===== src/rtl/serial_rx_package_pkg.sv =====
// Shared definitions for the serial package receiver: frame FSM state
// encoding and the mid-bit timer helper.
package serial_rx_package_pkg;

  localparam logic [2:0] ST_IDLE  = 3'd0;
  localparam logic [2:0] ST_START = 3'd1;
  localparam logic [2:0] ST_DATA  = 3'd2;
  localparam logic [2:0] ST_STOP  = 3'd3;
  localparam logic [2:0] ST_BREAK = 3'd4;

  // Timer value marking the middle of the start bit.
  function automatic int half_tick(input int timer_w);
    return (2 ** (timer_w - 1)) - 1;
  endfunction

endpackage


===== src/rtl/serial_rx_package_word.sv =====
// Serial word receiver: rx synchroniser, frame FSM and bit timer.
// Emits a one-cycle word strobe on a good stop bit and a frame-error strobe on a bad one.
module serial_rx_word
  import serial_rx_package_pkg::*;
#(
  parameter int WordWidth        = 8,
  parameter int SerialTimerWidth = 8
) (
  input  logic                 clk,
  input  logic                 rst,
  input  logic                 rx_i,
  output logic [WordWidth-1:0] word_o,
  output logic                 word_stb_o,
  output logic                 frame_err_o,
  output logic                 start_acc_o,
  output logic                 idle_o
);

  localparam int BW = $clog2(WordWidth) + 1;
  localparam logic [SerialTimerWidth-1:0] T_HALF =
    SerialTimerWidth'(half_tick(SerialTimerWidth));
  localparam logic [SerialTimerWidth-1:0] T_FULL = '1;
  localparam logic [BW-1:0] BIT_LAST = BW'(WordWidth - 1);

  logic [1:0]                  sync_q;
  logic                        rxs;
  logic [2:0]                  state_q, state_d;
  logic [SerialTimerWidth-1:0] timer_q, timer_d;
  logic [BW-1:0]               bit_q, bit_d;
  logic [WordWidth-1:0]        shreg_q, shreg_d;
  logic [WordWidth:0]          shift_in;

  always_ff @(posedge clk) begin
    if (rst) sync_q <= 2'b11;
    else     sync_q <= {sync_q[0], rx_i};
  end

  assign rxs      = sync_q[1];
  assign shift_in = {rxs, shreg_q};

  always_comb begin
    state_d     = state_q;
    timer_d     = timer_q + 1'b1;
    bit_d       = bit_q;
    shreg_d     = shreg_q;
    word_stb_o  = 1'b0;
    frame_err_o = 1'b0;
    start_acc_o = 1'b0;
    case (state_q)
      ST_IDLE: begin
        timer_d = '0;
        if (!rxs) state_d = ST_START;
      end
      ST_START: begin
        if (timer_q == T_HALF) begin
          timer_d = '0;
          if (!rxs) begin
            state_d     = ST_DATA;
            bit_d       = '0;
            start_acc_o = 1'b1;
          end else begin
            state_d = ST_IDLE;
          end
        end
      end
      ST_DATA: begin
        // Timer wraps naturally, so each sample lands mid-bit.
        if (timer_q == T_FULL) begin
          shreg_d = shift_in[WordWidth:1];
          bit_d   = bit_q + 1'b1;
          if (bit_q == BIT_LAST) state_d = ST_STOP;
        end
      end
      ST_STOP: begin
        if (timer_q == T_FULL) begin
          if (rxs) begin
            word_stb_o = 1'b1;
            state_d    = ST_IDLE;
          end else begin
            frame_err_o = 1'b1;
            state_d     = ST_BREAK;
          end
        end
      end
      ST_BREAK: begin
        timer_d = '0;
        if (rxs) state_d = ST_IDLE;
      end
      default: state_d = ST_IDLE;
    endcase
  end

  always_ff @(posedge clk) begin
    if (rst) begin
      state_q <= ST_IDLE;
      timer_q <= '0;
      bit_q   <= '0;
    end else begin
      state_q <= state_d;
      timer_q <= timer_d;
      bit_q   <= bit_d;
    end
  end

  always_ff @(posedge clk) shreg_q <= shreg_d;

  assign word_o = shreg_q;
  assign idle_o = (state_q == ST_IDLE);

endmodule


===== src/rtl/serial_rx_package.sv =====
// Serial package receiver: assembles 2**AddressWidth words per package and queues
// packages in a FWFT FIFO. Optional idle timeout: SERIAL_RX_PACKAGE_TIMEOUT_EN.
module serial_rx_package
  import serial_rx_package_pkg::*;
#(
  parameter int AddressWidth      = 2,
  parameter int WordWidth         = 8,
  parameter int SerialTimerWidth  = 8,
  parameter int QueueAddressWidth = 3
) (
  input  logic                                  clk,
  input  logic                                  rst,
  input  logic                                  rx,
  input  logic                                  pull,
  output logic [(2**AddressWidth)*WordWidth-1:0] data,
  output logic                                  valid,
  output logic                                  full,
  output logic                                  busy,
  output logic                                  frame_err,
  output logic                                  overrun
);

  localparam int PW    = (2 ** AddressWidth) * WordWidth;
  localparam int DEPTH = 2 ** QueueAddressWidth;
  localparam int QAW   = QueueAddressWidth;

  logic [WordWidth-1:0]    word;
  logic                    word_stb, word_err, start_acc, word_idle;
  logic [PW-1:0]           pkg_q, pkg_d;
  logic [AddressWidth-1:0] wcnt_q, wcnt_d;
  logic                    complete, do_push, do_pull, empty, timeout;
  logic [QAW:0]            wptr_q, rptr_q;
  logic [PW-1:0]           mem_q [DEPTH];
  logic                    frame_err_q, overrun_q;

  serial_rx_word #(
    .WordWidth       (WordWidth),
    .SerialTimerWidth(SerialTimerWidth)
  ) u_word (
    .clk        (clk),
    .rst        (rst),
    .rx_i       (rx),
    .word_o     (word),
    .word_stb_o (word_stb),
    .frame_err_o(word_err),
    .start_acc_o(start_acc),
    .idle_o     (word_idle)
  );

`ifdef SERIAL_RX_PACKAGE_TIMEOUT_EN
  localparam int IW = SerialTimerWidth + 5;
  localparam logic [IW-1:0] I_LAST = IW'((2 ** (SerialTimerWidth + 4)) - 1);

  logic [IW-1:0] idle_cnt_q, idle_cnt_d;

  always_comb begin
    idle_cnt_d = idle_cnt_q;
    timeout    = 1'b0;
    if (start_acc) begin
      idle_cnt_d = '0;
    end else if (word_idle && (wcnt_q != '0)) begin
      if (idle_cnt_q == I_LAST) begin
        timeout    = 1'b1;
        idle_cnt_d = '0;
      end else begin
        idle_cnt_d = idle_cnt_q + 1'b1;
      end
    end
  end

  always_ff @(posedge clk) begin
    if (rst) idle_cnt_q <= '0;
    else     idle_cnt_q <= idle_cnt_d;
  end
`else
  assign timeout = 1'b0;
`endif

  // First word received ends up in the MSBs after the last shift.
  assign pkg_d    = word_stb ? ((pkg_q << WordWidth) | PW'(word)) : pkg_q;
  assign complete = word_stb && (wcnt_q == '1);

  always_comb begin
    wcnt_d = wcnt_q;
    if (word_err || timeout) wcnt_d = '0;
    else if (word_stb)       wcnt_d = wcnt_q + 1'b1;
  end

  assign empty   = (wptr_q == rptr_q);
  assign full    = (wptr_q[QAW] != rptr_q[QAW]) &&
                   (wptr_q[QAW-1:0] == rptr_q[QAW-1:0]);
  assign do_pull = pull && !empty;
  assign do_push = complete && (!full || do_pull);

  always_ff @(posedge clk) pkg_q <= pkg_d;

  always_ff @(posedge clk) begin
    if (rst) begin
      wcnt_q      <= '0;
      wptr_q      <= '0;
      rptr_q      <= '0;
      frame_err_q <= 1'b0;
      overrun_q   <= 1'b0;
      for (int i = 0; i < DEPTH; i++) mem_q[i] <= '0;
    end else begin
      wcnt_q      <= wcnt_d;
      frame_err_q <= word_err || timeout;
      overrun_q   <= complete && !do_push;
      if (do_push) begin
        mem_q[wptr_q[QAW-1:0]] <= pkg_d;
        wptr_q                 <= wptr_q + 1'b1;
      end
      if (do_pull) rptr_q <= rptr_q + 1'b1;
    end
  end

  assign data      = mem_q[rptr_q[QAW-1:0]];
  assign valid     = !empty;
  assign busy      = !word_idle || (wcnt_q != '0);
  assign frame_err = frame_err_q;
  assign overrun   = overrun_q;

endmodule


===== config.mk =====
export PLATFORM = sky130hd
export DESIGN_NAME = serial_rx_package
export DESIGN_NICKNAME = d
export VERILOG_FILES = /design/src/rtl/serial_rx_package_pkg.sv /design/src/rtl/serial_rx_package_word.sv /design/src/rtl/serial_rx_package.sv
export SDC_FILE = /design/constraint.sdc
export NUM_CORES = 1
export LEC_CHECK = 0
export ABC_AREA = 1
export CAP_MARGIN = 20
export CORE_AREA = 2 2 203 185
export DETAILED_ROUTE_END_ITERATION = 16
export DIE_AREA = 0 0 205 187
export MAX_ROUTING_LAYER = met4
export PLACE_DENSITY_LB_ADDON = 0.12
export RECOVER_POWER = 50
export SETUP_SLACK_MARGIN = 0.2
export SKIP_CTS_REPAIR_TIMING = 1
export SYNTH_ARGS = -nofsm -noshare
export SYNTH_HDL_FRONTEND = slang
export SYNTH_HIERARCHICAL = 1
export SYNTH_SLANG_ARGS = --single-unit

===== constraint.sdc =====
create_clock -name clk -period 8.6 [get_ports clk]
set_input_delay 2.15 -clock clk [delete_from_list [all_inputs] [get_ports clk]]
set_output_delay 2.15 -clock clk [all_outputs]
set_load 0.1 [all_outputs]

==> tab_implementation.tex, run 1 <==
\begin{tabular}{lr}
\hline
Metric & Value \\
\hline
\multicolumn{2}{l}{\textbf{Logic synthesis}} \\
\quad Net count of the mapped netlist & 1403 \\
\quad Post-Synthesis Cells & 1393 \\
\quad Number of warnings reported in the yosys synthesis log & 6 \\
\quad Mean cell area of the mapped netlist & between 10 and 15 um2 \\
\quad Cell area after synthesis & between 10000 and 15000 um2 \\
\multicolumn{2}{l}{\textbf{Job}} \\
\quad Maxcap violations & 1 \\
\multicolumn{2}{l}{\textbf{Clocking}} \\
\quad Clk\_lat worst skew & between 0.5 and 0.6 ns \\
\quad Cts bufs inserted & 38 \\
\quad Clock tree from TritonCTS & built \\
\quad Sink count of the clock tree & around 330 \\
\quad Clk buf depth & 3 \\
\quad CTS root buffer & sky130\_fd\_sc\_hd\_\_clkbuf\_16 \\
\quad Clock edge transition at the registers on the reported setup and hold paths & roughly 0.050 ns \\
\quad Htree depth & 2 \\
\multicolumn{2}{l}{\textbf{Pwr}} \\
\quad Max IR drop VDD & $\sim$0.19 mV \\
\quad Power per cell area & 251 nW/um2 \\
\quad Static leakage & roughly 5.6 nW \\
\multicolumn{2}{l}{\textbf{Die}} \\
\quad Number of rows created at floorplan & between 60 and 70 \\
\quad I/O Pins & just over 40 \\
\quad Starting utilization of the core area & 0.390 \\
\quad Die extent in x & approximately 210 um \\
\quad Die boundary height & 187 um \\
\quad Area inside the core boundary & between 30000 and 40000 um2 \\
\quad Die area & approximately 38000 um2 \\
\multicolumn{2}{l}{\textbf{Worst setup path}} \\
\quad CP max stage cell & sky130\_fd\_sc\_hd\_\_clkdlybuf4s50\_1 \\
\quad R2r endpoint & mem\_q[6][13]\$\_SDFFCE\_PN0P\_ \\
\quad Bufs and invs on worst path & 3 \\
\quad Cell-by-cell trace of the critical path & inv\_4 -> buf\_4 -> nor2\_1 -> o32ai\_1 -> nand2\_1 -> nand2\_1 -> clkdlybuf4s50\_1 \\
\quad Most frequent cell on the critical path & sky130\_fd\_sc\_hd\_\_nand2\_1 \\
\quad Critical Path RT & around 6.5 ns \\
\quad Slack of the worst reg-to-reg path & 3.26 ns \\
\quad Critical Path Max Stage Delay & 1.12 ns \\
\quad Maximum fanout count along the critical path & between 60 and 70 \\
\quad Top delay family on crit path & buffers and inverters \\
\quad Critical path capture point type & primary output \\
\quad Depth of the worst register-to-register path & 11 \\
\quad Element type at the critical path start & register \\
\quad Reg2reg start & u\_word/timer\_q[0]\$\_SDFF\_PP0\_ \\
\quad Critical Setup Path Class & reg -> out \\
\quad Crit path arrival time & roughly 4 ns \\
\multicolumn{2}{l}{\textbf{Run status}} \\
\quad Violated checks & max-capacitance violations, max-slew violations \\
\quad Run status & finished with violations \\
\multicolumn{2}{l}{\textbf{Placement}} \\
\quad Gpl congestion & 0.739 \\
\quad HPWL reported at the end of detailed placement & between 15000 and 20000 um \\
\quad Placed Area & about 15000 um2 \\
\quad Number of I/O port buffers & 40 \\
\multicolumn{2}{l}{\textbf{STA}} \\
\quad Shortest period the worst path allows & 6.09 ns \\
\quad Unrepaired setup endpoints after global routing & no \\
\quad Tightest slew margin relative to the limit & -0.0266 \\
\quad Max Clock Freq & between 150 and 200 MHz \\
\quad Ratio of final minimum period to clock period & 0.708 \\
\quad Setup tns final & 0 ns \\
\quad Final setup vio count & 0 \\
\quad Final Skew & 0.0205 ns \\
\quad Total count of max-transition violations in the final report & 36 \\
\quad Hold Vio Cnt, Final & 0 \\
\quad Transition at the pin with the smallest max-transition slack & $\sim$1.5 ns \\
\multicolumn{2}{l}{\textbf{Route}} \\
\quad Post-detailed-route via-to-cell ratio & slightly above 5 \\
\quad Number of nets with antenna violations after detailed routing & 0 \\
\quad Via Count & just under 10000 \\
\quad TritonRoute pass-1 iters & 5 \\
\quad Post-Route WL & 36500 um \\
\quad Number of DRC markers in iteration 0 & approximately 740 \\
\quad DRC viols & 0 \\
\quad Average wire per standard cell & 19.0 um \\
\multicolumn{2}{l}{\textbf{Min path}} \\
\quad Hold path startpoint & u\_word/sync\_q[0]\$\_SDFF\_PP1\_ \\
\quad Min-Delay Endpoint & u\_word/sync\_q[1]\$\_SDFF\_PP1\_ \\
\quad Class of the tightest hold or removal check & reg -> reg \\
\quad Cells on Worst Hold Path & 1 \\
\multicolumn{2}{l}{\textbf{Global routing}} \\
\quad Total overflow reported by the global router & 0 \\
\quad Number of antenna violations at the first check in global routing & 0 \\
\quad Global Route Usage Sum & 0.199 \\
\quad Number of global-route vias before repair & slightly below 10000 \\
\quad Wire length of the first global-routing pass & 56800 um \\
\quad Largest net degree at the start of global routing & slightly below 90 \\
\multicolumn{2}{l}{\textbf{Finish}} \\
\quad Leading cell type in the layout, fill and taps excluded & sky130\_fd\_sc\_hd\_\_nor2\_1 \\
\quad Number of antenna cells inserted & 0 \\
\quad Nets@finish & roughly 1400 \\
\quad Final std cell area, no fill & around 16000 um2 \\
\quad Fraction of final layout cells sized beyond drive strength 1 & 0.0962 \\
\quad Post-synthesis to final-layout area growth & 13.2\% \\
\quad Commonest non-fill, non-tap cells in the layout & sky130\_fd\_sc\_hd\_\_nor2\_1, sky130\_fd\_sc\_hd\_\_edfxtp\_1, sky130\_fd\_sc\_hd\_\_nand2\_1 \\
\hline
\end{tabular}
## metrics by stage
step                      hold WS, ns  worst slack [ns]  cells  power, mW   util
after floorplan                 0.389              4.36   1393       2.35      -
after global placement          0.395              3.01   1848       2.50  0.408
after detailed placement        0.396              3.00   1848       2.50  0.408
after CTS                       0.409              2.47   1917       4.09  0.442
after global routing            0.445              2.27   1918       4.20  0.441
final                           0.408              2.51   1918       4.06  0.441
## layout make-up
cell class	instances	area, um2
Fill cell	3542	20400
Tap cell	483	604
Timing Repair Buffer	57	537
Inverter	68	258
Clock buffer	60	1200
Sequential cell	328	9220
Clock inverter	9	50.0
Multi-Input combinational cell	913	4270
## how the worst max path moves through the flow
| stage | start | endpoint | slack, ns | cells past startpoint |
|---|---|---|---|---|
| CTS | register | data[23] | 2.47 | 7 |
| global route | register | data[22] | 2.27 | 7 |
| finish | register | data[23] | 2.51 | 7 |
| global placement | register | data[23] | 3.01 | 7 |
| floorplan | wptr_q[0]$_SDFFE_PP0P_ | full | 4.36 | 6 |
| detailed placement | register | data[23] | 3.00 | 7 |
## worst register-to-register path, delay by kind of cell, from the launching register on
kind | cells | cell delay [ns]
simple gates | 7 | 2.70
buf+inv | 3 | 1.73
flops | 1 | 0.34
fa+ha+maj | 1 | 0.19
## power breakdown
| group | switching (mW) | internal, mW |
|---|---|---|
| combinational | 0.474 | 0.156 |
| clock | 0.634 | 0.958 |
| sequential | 0.0521 | 1.78 |
| total | 1.16 | 2.90 |
## flip-flops by register name (all words and copies together), names as in the netlist, 2 cells and up, named ones only
signal          flops
mem_q             256
pkg_q              32
u_word/timer_q      8
u_word/word_o       8
rptr_q              4
u_word/bit_q        4
wptr_q              4
u_word/state_q      3
u_word/sync_q       2
wcnt_q              2
## routing by layer
metal	vias up	GRT usage	wire [um]
met3	63	0.0294	1670
met1	4835	0.280	17600
met4	0	0.0468	697
li1	4733	-	-
met2	214	0.305	16500
met5	-	-	0
Note: power is estimated with default switching activity, not from simulation.
==> inputs of run 2 (changes only) <==
clock period = 6.2 ns   (was 8.6 ns; I/O delays follow)
==> tab_implementation.tex, run 2 (same netlist as run 1, synthesis figures left out) <==
\begin{tabular}{lr}
\hline
Metric & Value \\
\hline
\multicolumn{2}{l}{\textbf{Pwr}} \\
\quad Cell-internal power & 4.04 mW (+39\%) \\
\quad Relative contribution of sequential cells to total power & 0.452 (about the same) \\
\quad Combinational share of power & 0.156 (about the same) \\
\quad Static leakage & 5.68 nW (+0.60\%) \\
\quad Switching power share of the total & 0.284 (-0.00182) \\
\quad Max IR drop VDD & 0.238 mV (+27\%) \\
\quad Power per cell area & 349 nW/um2 (+39\%) \\
\quad Tot Pwr & 5.64 mW (+39\%) \\
\quad Portion of total power attributed to the clock network & 0.393 (about the same) \\
\quad Switching pwr & 1.60 mW (+38\%) \\
\multicolumn{2}{l}{\textbf{Worst setup path}} \\
\quad Reg2reg start & u\_word/timer\_q[0]\$\_SDFF\_PP0\_ \\
\quad Cell-by-cell trace of the critical path & dlygate4sd3\_1 -> inv\_1 -> nand4\_1 -> nand3\_1 -> nand2\_1 -> buf\_4 \\
\quad Top delay family on crit path & simple AND/OR/NAND/NOR gates \\
\quad Element type at the critical path start & input port \\
\quad Critical path capture point type & register \\
\quad Depth of the worst register-to-register path & 11 (unchanged) \\
\quad Crit path arrival time & 5.48 ns (+1.54 ns) \\
\quad Maximum fanout count along the critical path & 33 (-47\%) \\
\quad Bufs and invs on worst path & 3 (unchanged) \\
\quad R2r endpoint & mem\_q[6][23]\$\_SDFFCE\_PN0P\_ \\
\quad Critical Setup Path Class & in -> reg \\
\quad Critical Path RT & 6.37 ns (-0.08 ns) \\
\quad Slack of the worst reg-to-reg path & 1.33 ns (-1.93 ns) \\
\quad CP max stage cell & sky130\_fd\_sc\_hd\_\_nand3\_1 \\
\quad Critical Path Max Stage Delay & 1.27 ns (+0.15 ns) \\
\multicolumn{2}{l}{\textbf{Placement}} \\
\quad HPWL reported at the end of detailed placement & 20100 um (+5.5\%) \\
\quad Placed Area & 15000 um2 (+0.50\%) \\
\quad Gpl congestion & 0.772 (+4.4\%) \\
\quad Worst-case setup slack after placement & 1.54 ns (-1.47 ns) \\
\quad Number of I/O port buffers & 40 (unchanged) \\
\multicolumn{2}{l}{\textbf{Global routing}} \\
\quad Global Route Usage Sum & 0.202 (+0.00239) \\
\quad Wire length of the first global-routing pass & 57900 um (+2.0\%) \\
\quad Number of antenna violations at the first check in global routing & 0 (unchanged) \\
\quad Number of global-route vias before repair & 9817 (+1.3\%) \\
\quad Largest net degree at the start of global routing & 90 (+2.3\%) \\
\quad Total overflow reported by the global router & 0 (unchanged) \\
\multicolumn{2}{l}{\textbf{Route}} \\
\quad TritonRoute pass-1 iters & 5 (unchanged) \\
\quad Post-Route WL & 36700 um (+0.60\%) \\
\quad Average wire per standard cell & 19.1 um (+0.39\%) \\
\quad DRC viols & 0 (unchanged) \\
\quad Via Count & 9822 (-0.23\%) \\
\quad Number of DRC markers in iteration 0 & 831 (+12\%) \\
\quad Number of nets with antenna violations after detailed routing & 0 (unchanged) \\
\quad Post-detailed-route via-to-cell ratio & 5.11 (-0.44\%) \\
\multicolumn{2}{l}{\textbf{Clocking}} \\
\quad Clock tree from TritonCTS & built \\
\quad Cts bufs inserted & 38 (unchanged) \\
\quad Clock edge transition at the registers on the reported setup and hold paths & 0.06 ns (about the same) \\
\quad Clk\_lat worst skew & 0.52 ns (about the same) \\
\quad Clk buf depth & 3 (unchanged) \\
\quad Sink count of the clock tree & 328 (unchanged) \\
\quad Htree depth & 2 (unchanged) \\
\quad CTS root buffer & sky130\_fd\_sc\_hd\_\_clkbuf\_16 \\
\multicolumn{2}{l}{\textbf{STA}} \\
\quad Final setup vio count & 0 (unchanged) \\
\quad Setup tns final & 0 ns (unchanged) \\
\quad Unrepaired setup endpoints after global routing & no \\
\quad Ratio of final minimum period to clock period & 0.857 \\
\quad Final Skew & 0.0161 ns (-0.00443 ns) \\
\quad Shortest period the worst path allows & approximately 5.3 ns \\
\quad Hold Worst Slack & 0.416 ns (+0.00824 ns) \\
\quad Tightest slew margin relative to the limit & -0.583 (-0.556) \\
\quad Transition at the pin with the smallest max-transition slack & 2.37 ns (+0.835 ns) \\
\quad Total count of max-transition violations in the final report & 144 (+300\%) \\
\quad Worst setup margin & 0.888 ns (-1.62 ns) \\
\quad Max Clock Freq & 188 MHz \\
\quad Hold Vio Cnt, Final & 0 (unchanged) \\
\multicolumn{2}{l}{\textbf{Finish}} \\
\quad Final std cell area, no fill & 16200 um2 (+0.27\%) \\
\quad Nets@finish & 1420 (+0.28\%) \\
\quad Register name with the most flops & mem\_q \\
\quad Post-synthesis to final-layout area growth & 13.5\% \\
\quad Max reg flops & 256 (unchanged) \\
\quad Number of antenna cells inserted & 0 (unchanged) \\
\quad Commonest non-fill, non-tap cells in the layout & sky130\_fd\_sc\_hd\_\_nor2\_1, sky130\_fd\_sc\_hd\_\_edfxtp\_1, sky130\_fd\_sc\_hd\_\_nand2\_1 \\
\quad Leading cell type in the layout, fill and taps excluded & sky130\_fd\_sc\_hd\_\_nor2\_1 \\
\quad Fraction of final layout cells sized beyond drive strength 1 & 0.0973 (+0.00112) \\
\quad Registers with the most flip-flops & mem\_q x256, pkg\_q x32 \\
\multicolumn{2}{l}{\textbf{Die}} \\
\quad I/O Pins & 41 (unchanged) \\
\quad Die extent in x & 205 um (unchanged) \\
\quad Starting utilization of the core area & 0.390 (unchanged) \\
\quad Die area & 38300 um2 (unchanged) \\
\quad Area inside the core boundary & 36600 um2 (unchanged) \\
\quad Number of rows created at floorplan & 67 (unchanged) \\
\quad Die boundary height & 187 um (unchanged) \\
\multicolumn{2}{l}{\textbf{Min path}} \\
\quad Hold path startpoint & u\_word/sync\_q[0]\$\_SDFF\_PP1\_ \\
\quad Class of the tightest hold or removal check & reg -> reg \\
\quad Min-Delay Endpoint & u\_word/sync\_q[1]\$\_SDFF\_PP1\_ \\
\quad Cells on Worst Hold Path & 1 (unchanged) \\
\multicolumn{2}{l}{\textbf{Run status}} \\
\quad Run status & finished with violations \\
\quad Violated checks & max-capacitance violations, max-slew violations \\
\multicolumn{2}{l}{\textbf{Job}} \\
\quad Maxcap violations & 5 (+4) \\
\hline
\end{tabular}
run 2: worst max-delay path by stage:
stage                                             to  slack, ns  cells after the start                    from
final                     mem_q[6][23]$_SDFFCE_PN0P_       0.89                      6                    pull
after global routing      mem_q[6][12]$_SDFFCE_PN0P_       0.51                      6                    pull
after CTS                                   data[15]       0.99                      6                register
after detailed placement                    data[15]       1.54                      6                register
after global placement                      data[15]       1.55                      6                register
after floorplan                                 full       2.56                      6  wptr_q[0]$_SDFFE_PP0P_
run 2: layer usage:
metal  routed length [um]  vias to the layer above  GRT usage
li1                     -                     4753          -
met1                17900                     4826      0.293
met2                16500                      195      0.304
met3                 1680                       48     0.0261
met4                  548                        0     0.0398
met5                    0                        -          -
run 2: worst reg2reg max path, delay by kind of cell (launching register included):
family / cells / cell delay, ns
buffers and inverters: 3 / 0.93
adder cells (fa/ha/maj): 1 / 0.19
AND/OR/NAND/NOR: 7 / 3.07
flip-flops: 1 / 0.34
run 2: cell type report:
| class | count | area, um2 |
|---|---|---|
| clock buffer | 60 | 1180 |
| fill | 3539 | 20400 |
| multi-input combinational | 913 | 4260 |
| timing repair buffer | 61 | 584 |
| inverter | 68 | 258 |
| clock inverter | 9 | 76.3 |
| sequential | 328 | 9220 |
| tap | 483 | 604 |
run 2: through the flow:
stage / util / cells
5_1_grt: 0.443 / 1922
3_5_place_dp: 0.410 / 1853
2_1_floorplan: - / 1393
4_1_cts: 0.444 / 1922
3_3_place_gp: 0.409 / 1852
6_report: 0.443 / 1922
run 2: power groups by stage:
| stage | Sequential (mW) | Clock [mW] | Combinational [mW] |
|---|---|---|---|
| final | 2.55 | 2.21 | 0.879 |
| after global routing | 2.56 | 2.35 | 0.947 |
| after CTS | 2.55 | 2.25 | 0.891 |
| after detailed placement | 2.59 | 0 | 0.888 |
| after global placement | 2.59 | 0 | 0.885 |
| after floorplan | 2.55 | 0 | 0.704 |
